--- config.mk ---
export PLATFORM = sky130hd
export DESIGN_NAME = gate_exerciser
export DESIGN_NICKNAME = d
export VERILOG_FILES = /design/src/rtl/gate_exerciser.sv
export SDC_FILE = /design/constraint.sdc
export NUM_CORES = 1
export LEC_CHECK = 0
export BUFFER_PORTS_ARGS = -buffer_cell sky130_fd_sc_hd__buf_4
export CAP_MARGIN = 25
export CELL_PAD_IN_SITES_DETAIL_PLACEMENT = 0
export CELL_PAD_IN_SITES_GLOBAL_PLACEMENT = 1
export CORE_MARGIN = 2
export CORE_UTILIZATION = 38
export DETAILED_ROUTE_END_ITERATION = 7
export GPL_TIMING_DRIVEN = 1
export PLACE_DENSITY = 0.83
export SYNTH_ARGS = -nofsm -noshare
export SYNTH_HDL_FRONTEND = slang
export SYNTH_SLANG_ARGS = --single-unit
--- constraint.sdc ---
create_clock -name clk -period 1.7 [get_ports clk]
set_input_delay 0.17 -clock clk [delete_from_list [all_inputs] [get_ports clk]]
set_output_delay 0.17 -clock clk [all_outputs]
set_load 0.05 [all_outputs]
--- src/rtl/gate_exerciser.sv ---
// gate_exerciser: drives a 2-input gate through its truth table and checks y against FUNC
module gate_exerciser #(
    parameter int         SETTLE_CYCLES = 2,
    parameter logic [3:0] FUNC          = 4'b1110,
    parameter int         LOOPS         = 1
) (
    input  logic       clk,
    input  logic       rst_n,
    input  logic       start,
    input  logic       y,
    output logic       a,
    output logic       b,
    output logic       busy,
    output logic       done,
    output logic       pass,
    output logic [3:0] fail_mask,
    output logic [7:0] err_count
);
    localparam logic [1:0] IDLE   = 2'd0;
    localparam logic [1:0] SETTLE = 2'd1;
    localparam logic [1:0] SAMPLE = 2'd2;
    localparam logic [1:0] DONE   = 2'd3;
    localparam int SW = $clog2(SETTLE_CYCLES + 1);
    localparam int LW = $clog2(LOOPS + 1);

    logic [1:0]    state_q, state_d, row_q, row_d;
    logic [SW-1:0] settle_q, settle_d;
    logic [LW-1:0] loop_q, loop_d;
    logic          a_q, a_d, b_q, b_d, pass_q, pass_d;
    logic [3:0]    mask_q, mask_d;
    logic [7:0]    err_q, err_d;

    always_comb begin
        state_d  = state_q;
        row_d    = row_q;
        settle_d = settle_q;
        loop_d   = loop_q;
        a_d      = a_q;
        b_d      = b_q;
        pass_d   = pass_q;
        mask_d   = mask_q;
        err_d    = err_q;
        case (state_q)
            IDLE: if (start) begin
                state_d  = SETTLE;
                row_d    = 2'd0;
                loop_d   = '0;
                settle_d = '0;
                mask_d   = 4'd0;
                err_d    = 8'd0;
                pass_d   = 1'b0;
                {a_d, b_d} = 2'b00;
            end
            SETTLE: begin
                state_d  = (settle_q == SW'(SETTLE_CYCLES - 1)) ? SAMPLE : SETTLE;
                settle_d = (settle_q == SW'(SETTLE_CYCLES - 1)) ? '0 : settle_q + 1'b1;
            end
            SAMPLE: begin
                if (y != FUNC[row_q]) begin
                    mask_d[row_q] = 1'b1;
                    err_d = (err_q == 8'hFF) ? err_q : err_q + 8'd1;
                end
                if (row_q != 2'd3) begin
                    state_d    = SETTLE;
                    row_d      = row_q + 2'd1;
                    {a_d, b_d} = row_q + 2'd1;
                end else if (loop_q != LW'(LOOPS - 1)) begin
                    state_d    = SETTLE;
                    loop_d     = loop_q + 1'b1;
                    row_d      = 2'd0;
                    {a_d, b_d} = 2'b00;
                end else begin
                    state_d    = DONE;
                    {a_d, b_d} = 2'b00;
                    pass_d     = ~|mask_d;
                end
            end
            default: state_d = IDLE;
        endcase
    end

    always_ff @(posedge clk or negedge rst_n) begin
        if (!rst_n) begin
            state_q  <= IDLE;
            row_q    <= 2'd0;
            settle_q <= '0;
            loop_q   <= '0;
            a_q      <= 1'b0;
            b_q      <= 1'b0;
            pass_q   <= 1'b0;
            mask_q   <= 4'd0;
            err_q    <= 8'd0;
        end else begin
            state_q  <= state_d;
            row_q    <= row_d;
            settle_q <= settle_d;
            loop_q   <= loop_d;
            a_q      <= a_d;
            b_q      <= b_d;
            pass_q   <= pass_d;
            mask_q   <= mask_d;
            err_q    <= err_d;
        end
    end

    assign a         = a_q;
    assign b         = b_q;
    assign busy      = (state_q == SETTLE) || (state_q == SAMPLE);
    assign done      = (state_q == DONE);
    assign pass      = pass_q;
    assign fail_mask = mask_q;
    assign err_count = err_q;
endmodule

==> impl_metrics.prom <==
# TYPE chip_impl_metric gauge
chip_impl_metric{name="period_share",unit="%"} 98.0
chip_impl_metric{name="grt_first_pass_wirelength",unit="um"} 4600
chip_impl_metric{name="floorplan.initialDensity",unit="%"} 40.1
chip_impl_metric{name="drv_cap",unit=""} 0
chip_impl_info{name="cts.root.buffer_cell",value="clkbuf_4"} 1
chip_impl_metric{name="synth_edf_count",unit=""} 0
chip_impl_metric{name="drcViolationCount",unit=""} 0
chip_impl_metric{name="report.power.total",unit="mW"} 2.49
chip_impl_metric{name="place.port_buffers",unit=""} 20
chip_impl_info{name="synth_top_area_cell",value="dfrtp_1"} 1
chip_impl_metric{name="vias_per_cell",unit=""} 5.33
chip_impl_metric{name="finalSetupViolCount",unit=""} 0
chip_impl_metric{name="power.switching",unit="mW"} 1.13
chip_impl_metric{name="final_net_count",unit=""} 180
chip_impl_metric{name="die-height",unit="um"} 61.0
chip_impl_metric{name="die_area",unit="um^2"} 3720
chip_impl_metric{name="route.detailed.wl_per_inst",unit="um"} 14.0
chip_impl_info{name="timing.hold.worst.class",value="in2reg"} 1
chip_impl_info{name="critical-path-slowest-cell",value="dfrtp_1"} 1
chip_impl_metric{name="timing.critical_path.fanout_max",unit=""} 5
chip_impl_metric{name="cts.sink_count",unit=""} 21
chip_impl_metric{name="number_of_h_tree_branching_levels",unit=""} 1
chip_impl_metric{name="global_route.overflow_total",unit=""} 0
chip_impl_metric{name="fillCellCount",unit=""} 296
chip_impl_metric{name="area_growth",unit="%"} 33.1
chip_impl_metric{name="mappedNetlistNets",unit=""} 142
chip_impl_metric{name="vdd.ir_drop.worst",unit="mV"} 0.782
chip_impl_metric{name="timing_hold_violations_final",unit=""} 0
chip_impl_metric{name="multi_input_comb_area",unit="um^2"} 731
chip_impl_metric{name="met3_usage",unit="%"} 2.35
chip_impl_metric{name="dp.final_hpwl",unit="um"} 2130
chip_impl_metric{name="grtUsageTotal",unit="%"} 17.0
chip_impl_metric{name="max_stage_delay",unit="ns"} 0.43
chip_impl_info{name="rsz0062_at_grt",value="yes"} 1
chip_impl_metric{name="synth_cell_types",unit=""} 38
chip_impl_info{name="setup.worst_path.start_class",value="flip-flop"} 1
chip_impl_metric{name="synth-seq-area-share",unit="%"} 42.6
chip_impl_metric{name="drt_pass1_iterations",unit=""} 4
chip_impl_metric{name="worst-endpoint-required",unit="ns"} 1.92
chip_impl_metric{name="grt_max_degree",unit=""} 22
chip_impl_metric{name="slew-limit-headroom",unit="%"} 80.3
chip_impl_metric{name="crit_arrival",unit="ns"} 1.89
chip_impl_metric{name="routed_wirelength",unit="um"} 2920
chip_impl_metric{name="cts.reportedPaths.clkPinSlew",unit="ns"} 0.13
chip_impl_metric{name="ff_latch_area",unit="um^2"} 528
chip_impl_metric{name="synth_cells",unit=""} 128
chip_impl_metric{name="antenna_violating_nets_post_route",unit=""} 0
chip_impl_info{name="most_utilized_layer_in_the_global_route_result",value="met2"} 1
chip_impl_metric{name="cts_buffers",unit=""} 3
chip_impl_metric{name="rows",unit=""} 20
chip_impl_metric{name="detail_route.iter0.violations",unit=""} 79
chip_impl_metric{name="power.sequential.fraction",unit="%"} 26.3
chip_impl_metric{name="critPathBufInv",unit=""} 1
chip_impl_info{name="ys_dominant_reg_cell",value="dfrtp_1"} 1
chip_impl_metric{name="ratio_of_cells_with_drive_above_1_in_the_final_layout",unit="%"} 35.8
chip_impl_info{name="end_kind",value="flip-flop"} 1
chip_impl_info{name="tritoncts_clock_tree",value="built"} 1
chip_impl_metric{name="netSwitchingFraction",unit="%"} 45.2
chip_impl_info{name="most_frequent_cells_after_synthesis",value="dfrtp_1, nand2_1"} 1
chip_impl_metric{name="timing_max_transition_violations_final",unit=""} 0
chip_impl_metric{name="core_region_area",unit="um^2"} 3080
chip_impl_metric{name="cts.path.max_buffers",unit=""} 2
chip_impl_metric{name="postLayoutSetupSlackWorst",unit="ns"} 0.0333
chip_impl_metric{name="dp.cells",unit=""} 200
chip_impl_metric{name="dr_total_vias",unit=""} 1114
chip_impl_metric{name="met2_usage",unit="%"} 27.2
chip_impl_info{name="outcome",value="finished clean"} 1
chip_impl_info{name="worst_path_dominant_cell_family",value="simple AND/OR/NAND/NOR gates"} 1
chip_impl_metric{name="synth_area_per_cell",unit="um^2"} 9.65
chip_impl_metric{name="static-leakage-power",unit="nW"} 0.765
chip_impl_info{name="crit_path_cell_trace",value="buf_4 -> ha_4 -> nand4_1 -> nor3b_1 -> a21oi_1 -> a31o_2"} 1
chip_impl_metric{name="mappedNetlistArea",unit="um^2"} 1230
chip_impl_metric{name="cellPowerDensity",unit="nW/um^2"} 1520
chip_impl_info{name="worst-setup-path-type",value="reg2reg"} 1
chip_impl_metric{name="highest_attainable_clock_frequency",unit="GHz"} 0.600
chip_impl_metric{name="power.share.combinational",unit="%"} 63.3
chip_impl_metric{name="synth-warning-count",unit=""} 0
chip_impl_info{name="yosysMostFrequentCell",value="dfrtp_1"} 1
chip_impl_metric{name="ys_async_sr_fraction",unit="%"} 100
chip_impl_metric{name="dp_worst_setup_slack",unit="ns"} -0.0615
chip_impl_metric{name="worst_pin_slew",unit="ns"} 0.295
chip_impl_metric{name="grt.met1_usage",unit="%"} 22.3
chip_impl_metric{name="number_of_antenna_violations_at_the_first_check_in_global_routing",unit=""} 0
chip_impl_metric{name="pwr-share-clk",unit="%"} 10.3
chip_impl_metric{name="clock_latency",unit="ns"} 0.32
chip_impl_metric{name="clock_skew",unit="ns"} 0.00108
chip_impl_metric{name="synth-seq-cells",unit=""} 21
chip_impl_info{name="leading_cell_types_by_total_area_after_synthesis",value="dfrtp_1, ha_1, a21oi_1"} 1
chip_impl_metric{name="final.hold.worst_slack",unit="ns"} 0.187
chip_impl_metric{name="netlist.area_leader.share",unit="%"} 42.6
chip_impl_metric{name="finalWeightedCongestion",unit=""} 0.857
chip_impl_metric{name="cellInternalPower",unit="mW"} 1.36
chip_impl_metric{name="via_count_of_the_first_global_routing_pass",unit=""} 1008
chip_impl_metric{name="timing.final.crit_period",unit="ns"} 1.67
chip_impl_metric{name="finalNonFillerCells",unit=""} 209
chip_impl_metric{name="antenna-diode-count",unit=""} 0
chip_impl_metric{name="die_width",unit="um"} 61.0
chip_impl_metric{name="num_io_pins",unit=""} 21
## sequential cells by signal, summed over array words and instances (netlist names)
register	cells
pass	1
err_count	8
b	1
row_q	2
fail_mask	4
state_q	2
a	1
settle_q	2
## final cells by class
class                           count  area share [%]
Clock inverter                      1           0.304
Sequential cell                    21            32.1
Tap cell                           44            3.35
Timing Repair Buffer               37            17.0
Inverter                            6            1.37
Multi-Input combinational cell     97            44.4
Clock buffer                        3            1.37
## what timing repair did
item | in CTS | in global routing
gates resized for setup | 5 | 4
hold buffers | 1 | 0
gates cloned | 0 | 0
endpoints found under the hold margin | 21 | 0
endpoints found under the setup margin | 4 | 7
buffers inserted | 1 | 3
pin swaps | 1 | 2
## through the flow
stage,TNS [ns],instance area (um^2),util [%]
final,0,1640,53.4
after global routing,-0.0208,1640,53.4
after CTS,0,1610,52.2
after detailed placement,-0.122,1530,49.8
after global placement,0,1530,49.8
after floorplan,0,1260,-
## final timing paths
path	start	slack [ns]	depth (start not counted)	end
min in group asynchronous	rst_n	0.26	2	err_count[5]
min reg2reg	a	0.52	1	a
max in group asynchronous	rst_n	1.21	2	err_count[0]
max	state_q[1]	0.03	6	err_count[7]
max reg2reg	state_q[1]	0.03	6	err_count[7]
min	y	0.19	3	fail_mask[0]
## power groups by stage
stage | clock network (mW) | registers [mW] | logic (mW)
finish | 0.258 | 0.656 | 1.58
global route | 0.297 | 0.667 | 1.70
CTS | 0.263 | 0.651 | 1.50
detailed placement | 0 | 0.666 | 1.40
global placement | 0 | 0.658 | 1.38
floorplan | 0 | 0.782 | 0.855
## layer usage
layer | share of wire (%) | up-vias
met1 | 45 | 530
met4 | 2.0 | 0
met5 | 0 | -
li1 | - | 538
met3 | 3.7 | 7
met2 | 49 | 39
## placed cells by master (no fill, tap or decap), drive strengths merged, types with 2 or more instances in the layout
cell type  instances
buf               36
dfrtp             21
nand2             12
o21ai             11
a21oi             11
nor2              10
ha                10
inv                6
nand3              5
a22o               4
nand4              3
clkbuf             3
nor2b              3
mux2               3
o31ai              2
a32o               2
a31o               2
mux2i              2
## tightest hold or removal path, cell delays in order
cell and delay [ns]:
buf_4 0.12, a31oi_1 0.09, nor2_1 0.10
## cell families (layout without fill, tap and decap cells)
group | after synthesis | count (layout) | synth area share (%)
XOR/XNOR | 1 | 1 | 0.709
AO/OA/AOI/OAI | 38 | 38 | 21.3
flip-flops | 21 | 21 | 42.6
adder cells (fa/ha/maj) | 10 | 10 | 10.1
AND/OR/NAND/NOR | 43 | 43 | 17.4
buffers and inverters | 10 | 47 | 3.24
multiplexers | 5 | 5 | 4.66
No activity file was read; power rests on OpenSTA's default activity.
